$ cat src/rtl/stream_pkg.sv
`default_nettype none
// ============================================================================
//  Module      : stream_pkg
//  Description : Shared types and default widths for stream source/sink blocks.
//  Revision    : 1.0 - initial release
// ============================================================================
package stream_pkg;

    localparam int c_DATA_W = 32;
    localparam int c_CNT_W  = 16;
    localparam int c_GAP_W  = 4;

    typedef enum logic [1:0] {
        IDLE = 2'd0,
        SEND = 2'd1,
        GAP  = 2'd2,
        DONE = 2'd3
    } src_state_t;

endpackage : stream_pkg
`default_nettype wire

$ cat src/rtl/stream_source.sv
`default_nettype none
// ============================================================================
//  Module      : stream_source
//  Description : Valid/ready burst generator: base + n*step words with an
//                optional idle gap between accepted beats.
//  Revision    : 1.0 - initial release
// ============================================================================
module stream_source
    import stream_pkg::*;
#(
    parameter int WIDTH = c_DATA_W,
    parameter int CNT_W = c_CNT_W,
    parameter int GAP_W = c_GAP_W
) (
    input  logic             clk,
    input  logic             rst,
    input  logic             start,
    input  logic [WIDTH-1:0] cfg_base,
    input  logic [WIDTH-1:0] cfg_step,
    input  logic [CNT_W-1:0] cfg_len,
    input  logic [GAP_W-1:0] cfg_gap,
    output logic             out_valid,
    output logic [WIDTH-1:0] out_data,
    input  logic             out_ready,
    output logic             busy,
    output logic             done,
    output logic [CNT_W-1:0] sent_count
);

    src_state_t       r_state_q,   w_state_d;
    logic             r_valid_q,   w_valid_d;
    logic [WIDTH-1:0] r_data_q,    w_data_d;
    logic [WIDTH-1:0] r_step_q,    w_step_d;
    logic [CNT_W-1:0] r_len_q,     w_len_d;
    logic [GAP_W-1:0] r_gap_q,     w_gap_d;
    logic [GAP_W-1:0] r_gap_cnt_q, w_gap_cnt_d;
    logic [CNT_W-1:0] r_count_q,   w_count_d;
    logic             r_busy_q,    w_busy_d;
    logic             r_done_q,    w_done_d;

    logic [CNT_W-1:0] w_count_inc;

    assign w_count_inc = r_count_q + CNT_W'(1);

    always_comb begin
        w_state_d   = r_state_q;
        w_valid_d   = r_valid_q;
        w_data_d    = r_data_q;
        w_step_d    = r_step_q;
        w_len_d     = r_len_q;
        w_gap_d     = r_gap_q;
        w_gap_cnt_d = r_gap_cnt_q;
        w_count_d   = r_count_q;
        w_busy_d    = r_busy_q;
        w_done_d    = 1'b0;

        case (r_state_q)
            IDLE: begin
                if (start) begin
                    w_data_d  = cfg_base;
                    w_step_d  = cfg_step;
                    w_len_d   = cfg_len;
                    w_gap_d   = cfg_gap;
                    w_count_d = '0;
                    w_busy_d  = 1'b1;
                    if (cfg_len != '0) begin
                        w_state_d = SEND;
                        w_valid_d = 1'b1;
                    end else begin
                        w_state_d = DONE;
                        w_done_d  = 1'b1;
                    end
                end
            end
            SEND: begin
                if (r_valid_q && out_ready) begin
                    w_count_d = w_count_inc;
                    w_data_d  = r_data_q + r_step_q;
                    if (w_count_inc == r_len_q) begin
                        w_valid_d = 1'b0;
                        w_state_d = DONE;
                        w_done_d  = 1'b1;
                    end else if (r_gap_q != '0) begin
                        w_valid_d   = 1'b0;
                        w_gap_cnt_d = r_gap_q;
                        w_state_d   = GAP;
                    end
                end
            end
            GAP: begin
                // Counter starts at gap and leaves on 1, giving exactly gap idle cycles
                if (r_gap_cnt_q == GAP_W'(1)) begin
                    w_valid_d = 1'b1;
                    w_state_d = SEND;
                end else begin
                    w_gap_cnt_d = r_gap_cnt_q - GAP_W'(1);
                end
            end
            DONE: begin
                w_busy_d  = 1'b0;
                w_state_d = IDLE;
            end
            default: begin
                w_state_d = IDLE;
                w_valid_d = 1'b0;
                w_busy_d  = 1'b0;
            end
        endcase
    end

    always_ff @(posedge clk) begin
        if (rst) begin
            r_state_q   <= IDLE;
            r_valid_q   <= 1'b0;
            r_data_q    <= '0;
            r_step_q    <= '0;
            r_len_q     <= '0;
            r_gap_q     <= '0;
            r_gap_cnt_q <= '0;
            r_count_q   <= '0;
            r_busy_q    <= 1'b0;
            r_done_q    <= 1'b0;
        end else begin
            r_state_q   <= w_state_d;
            r_valid_q   <= w_valid_d;
            r_data_q    <= w_data_d;
            r_step_q    <= w_step_d;
            r_len_q     <= w_len_d;
            r_gap_q     <= w_gap_d;
            r_gap_cnt_q <= w_gap_cnt_d;
            r_count_q   <= w_count_d;
            r_busy_q    <= w_busy_d;
            r_done_q    <= w_done_d;
        end
    end

    assign out_valid  = r_valid_q;
    assign out_data   = r_data_q;
    assign busy       = r_busy_q;
    assign done       = r_done_q;
    assign sent_count = r_count_q;

endmodule : stream_source
`default_nettype wire
$ cat config.mk
export PLATFORM = sky130hd
export DESIGN_NAME = stream_source
export DESIGN_NICKNAME = d
export VERILOG_FILES = /design/src/rtl/stream_pkg.sv /design/src/rtl/stream_source.sv
export SDC_FILE = /design/constraint.sdc
export NUM_CORES = 1
export LEC_CHECK = 0
export ABC_CLOCK_PERIOD_IN_PS = 2900
export BUFFER_PORTS_ARGS = -buffer_cell sky130_fd_sc_hd__buf_2
export CAP_MARGIN = 40
export CELL_PAD_IN_SITES_DETAIL_PLACEMENT = 1
export CELL_PAD_IN_SITES_GLOBAL_PLACEMENT = 1
export CORE_MARGIN = 10
export CORE_UTILIZATION = 40
export DETAILED_ROUTE_END_ITERATION = 10
export GPL_TIMING_DRIVEN = 0
export PLACE_DENSITY_LB_ADDON = 0.2
export SYNTH_ARGS = -nofsm -noshare
export SYNTH_HDL_FRONTEND = slang
export SYNTH_SLANG_ARGS = --single-unit
export TNS_END_PERCENT = 10
$ cat constraint.sdc
create_clock -name clk -period 2.9 [get_ports clk]
set_input_delay 0.145 -clock clk [delete_from_list [all_inputs] [get_ports clk]]
set_output_delay 0.145 -clock clk [all_outputs]
set_load 0.03 [all_outputs]
==> results.json <==
{
  "num_vias": 7032,
  "drive_gt1_frac": 0.208,
  "r2r_cells": 10,
  "clk_latency_ns": 0.37,
  "final_cell_mix": "nand2_1, buf_2, a21oi_1, dfxtp_1, nor2_1",
  "clkPwrFrac": 0.169,
  "synth_edf_count": 0,
  "r2r_end": "r_state_q[0]",
  "cts_hold_buf": 0,
  "drv_slew": 0,
  "stdcell_count": 1262,
  "clock_sinks": 109,
  "worstHoldPathCells": 3,
  "worstPathArrival_ns": 3.09,
  "critical_path_class": "register to register",
  "power.density_mw_per_mm2": 954,
  "clock_path_buffers": 2,
  "final_nets": 1164,
  "rows": 47,
  "drtPass1Iterations": 5,
  "mostFrequentLayoutCell": "nand2_1",
  "die_x_um": 150,
  "switching_share": 0.490,
  "max-slew-margin-rel": 0.456,
  "netlist_top_cells_area": "dfxtp_1, a21oi_1, nand2_1, ha_1, o21ai_0",
  "whs_ns": 0.00707,
  "viasPerCell": 5.57,
  "total_power_mw": 7.80,
  "gp_congestion": 0.872,
  "max_freq_mhz": 354,
  "start_util": 0.407,
  "grt.overflow.total": 0,
  "yosysWarnings": 0,
  "grt_usage": 0.217,
  "maxCapViolations": 0,
  "synthFlopType": "dfxtp_1",
  "crit_chain": "ha_4, and4_4, nand2_1, xnor2_2, nand3_2, nor4_4, o2111ai_4, a211oi_4, o21ai_2, a221oi_2",
  "grt_pass1_wl_um": 38900,
  "syn_inst": 888,
  "skew_ns": 0.0101,
  "grt_setup_unrepaired": "yes",
  "ios": 139,
  "slowest_delay_ns": 0.41,
  "port-buffer-count": 138,
  "antenna_found_initial": 0,
  "p_leak_nw": 3.47,
  "r2r-start": "sent_count[0]",
  "cts_tree": "done",
  "clk_pin_slew_ns": 0.08,
  "intPower_mw": 3.97,
  "hpwl_um": 18800,
  "dp.cells": 1247,
  "combinationalPowerShare": 0.547,
  "hp-start": "cfg_step[6]",
  "core_area_mm2": 0.0165,
  "syn_area_mm2": 0.00672,
  "switchingPower_mw": 3.82,
  "critPathMaxFanout": 8,
  "route.detailed.drc": 0,
  "syn-num-nets": 1015,
  "synth.distinct_cells": 68,
  "avgRoutedWirePerCell_um": 19.5,
  "avgSynthCellArea_um2": 7.57,
  "end_kind": "register",
  "ys_seq_elements": 109,
  "async_flop_share": 0,
  "cts-root-buf": "clkbuf_16",
  "grt_pass1_vias": 7245,
  "drtIter0Drc": 410,
  "cts_htree_levels": 3,
  "synth_seq_area_share": 0.325,
  "dp_slack_ns": -0.182,
  "worst_pin_slew_ns": 0.816,
  "rrSetupSlack_ns": 0.08,
  "yosysTopAreaCellShare": 0.325,
  "fillCellCount": 2122,
  "fin_crit_ns": 2.82,
  "layout_setup_ws_ns": 0.0770,
  "syn_to_final_growth_pct": 21.6,
  "ir_drop_v": 0.000426,
  "hp-class": "input port to register",
  "die_y_um": 150,
  "finalWirelength_um": 24600,
  "yosysTopAreaCell": "dfxtp_1",
  "fin_crit_sh": 0.973,
  "numCtsBuffers": 9,
  "die-area_mm2": 0.0224,
  "seq_power_share": 0.284,
  "outcome": "completed",
  "crit_required_ns": 3.17,
  "cp-start-kind": "register",
  "holdPathEnd": "r_step_q[6]",
  "antenna_left": 0,
  "grt_max_degree": 19,
  "cpMaxStageDelayCell": "dfxtp_4",
  "finalHoldViolations": 0,
  "setup_viol": 0,
  "diodes": 0
}
==> sequential cells by signal, indices dropped and copies added (netlist names) <==
register / count
done: 1
out_data: 32
r_state_q: 2
busy: 1
out_valid: 1
r_gap_cnt_q: 4
r_step_q: 32
r_len_q: 16
sent_count: 16
r_gap_q: 4
==> metal layers <==
| layer | vias up | part of all wire | track usage |
|---|---|---|---|
| met2 | 172 | 0.48 | 0.363 |
| li1 | 3462 | - | - |
| met4 | 0 | 0.014 | 0.0574 |
| met3 | 23 | 0.049 | 0.0347 |
| met1 | 3375 | 0.46 | 0.283 |
| met5 | - | 0 | 0 |
==> critical path, delay by kind of cell, from the launching register on <==
family / cells / cell delay, ns
AND/OR/NAND/NOR: 4 / 0.90
flip-flops: 1 / 0.41
XOR/XNOR: 1 / 0.23
AO/OA/AOI/OAI: 4 / 1.01
adder cells (fa/ha/maj): 1 / 0.17
==> how the worst max path moves through the flow <==
stage | start | to | slack [ns] | cells past startpoint
floorplan | sent_count[0] | r_state_q[0] | 0.009 | 10
detailed placement | out_data[0] | out_data[22] | -0.18 | 12
global route | sent_count[0] | r_state_q[0] | -0.08 | 10
finish | sent_count[0] | r_state_q[0] | 0.08 | 10
global placement | out_data[0] | out_data[22] | -0.12 | 12
CTS | sent_count[0] | r_state_q[0] | -0.01 | 10
==> synth_stat cells (16+ instances only) <==
master / n
inv_1: 19
ha_1: 38
dfxtp_1: 109
o21ai_0: 53
xnor2_1: 21
xor2_1: 16
mux2i_1: 16
nand2_1: 156
a21oi_1: 127
a211oi_1: 18
nand3_1: 19
nor3_1: 28
nor2_1: 64
clkbuf_1: 39
==> repair_timing <==
action | 4_1_cts | 5_1_grt
buffers inserted | 0 | 1
resized for setup | 9 | 41
pin swaps | 1 | 5
setup endpoints to repair | 16 | 51
==> through the flow <==
step,setup TNS [ns],util,area [um^2]
floorplan,0,-,6720
global placement,-0.846,0.465,7690
detailed placement,-1.40,0.466,7700
CTS,-0.0142,0.485,8020
global route,-0.159,0.495,8170
finish,0,0.495,8170
==> logic make-up after synthesis <==
group | share of synthesized area
compound gates | 0.247
mux | 0.0255
buf+inv | 0.0426
fa+ha+maj | 0.0737
xor+xnor | 0.0482
flops | 0.325
simple gates | 0.238
==> cell type report <==
cell class	instances	area, um^2	area share
Clock buffer	10	239	0.0292
Tap cell	220	275	0.0337
Buffer	49	216	0.0265
Timing Repair Buffer	140	709	0.0868
Inverter	20	75.1	0.00919
Clock inverter	6	68.8	0.00842
Multi-Input combinational cell	708	4400	0.538
Sequential cell	109	2190	0.268
==> power groups by stage <==
| stage | Sequential (mW) | Combinational [mW] | Clock, mW |
|---|---|---|---|
| final | 2.21 | 4.26 | 1.32 |
| after global routing | 2.26 | 4.70 | 1.39 |
| after CTS | 2.20 | 4.14 | 1.34 |
| after detailed placement | 2.23 | 4.11 | 0 |
| after global placement | 2.22 | 4.03 | 0 |
| after floorplan | 2.61 | 2.39 | 0 |
(Power assumes the default switching activity.)
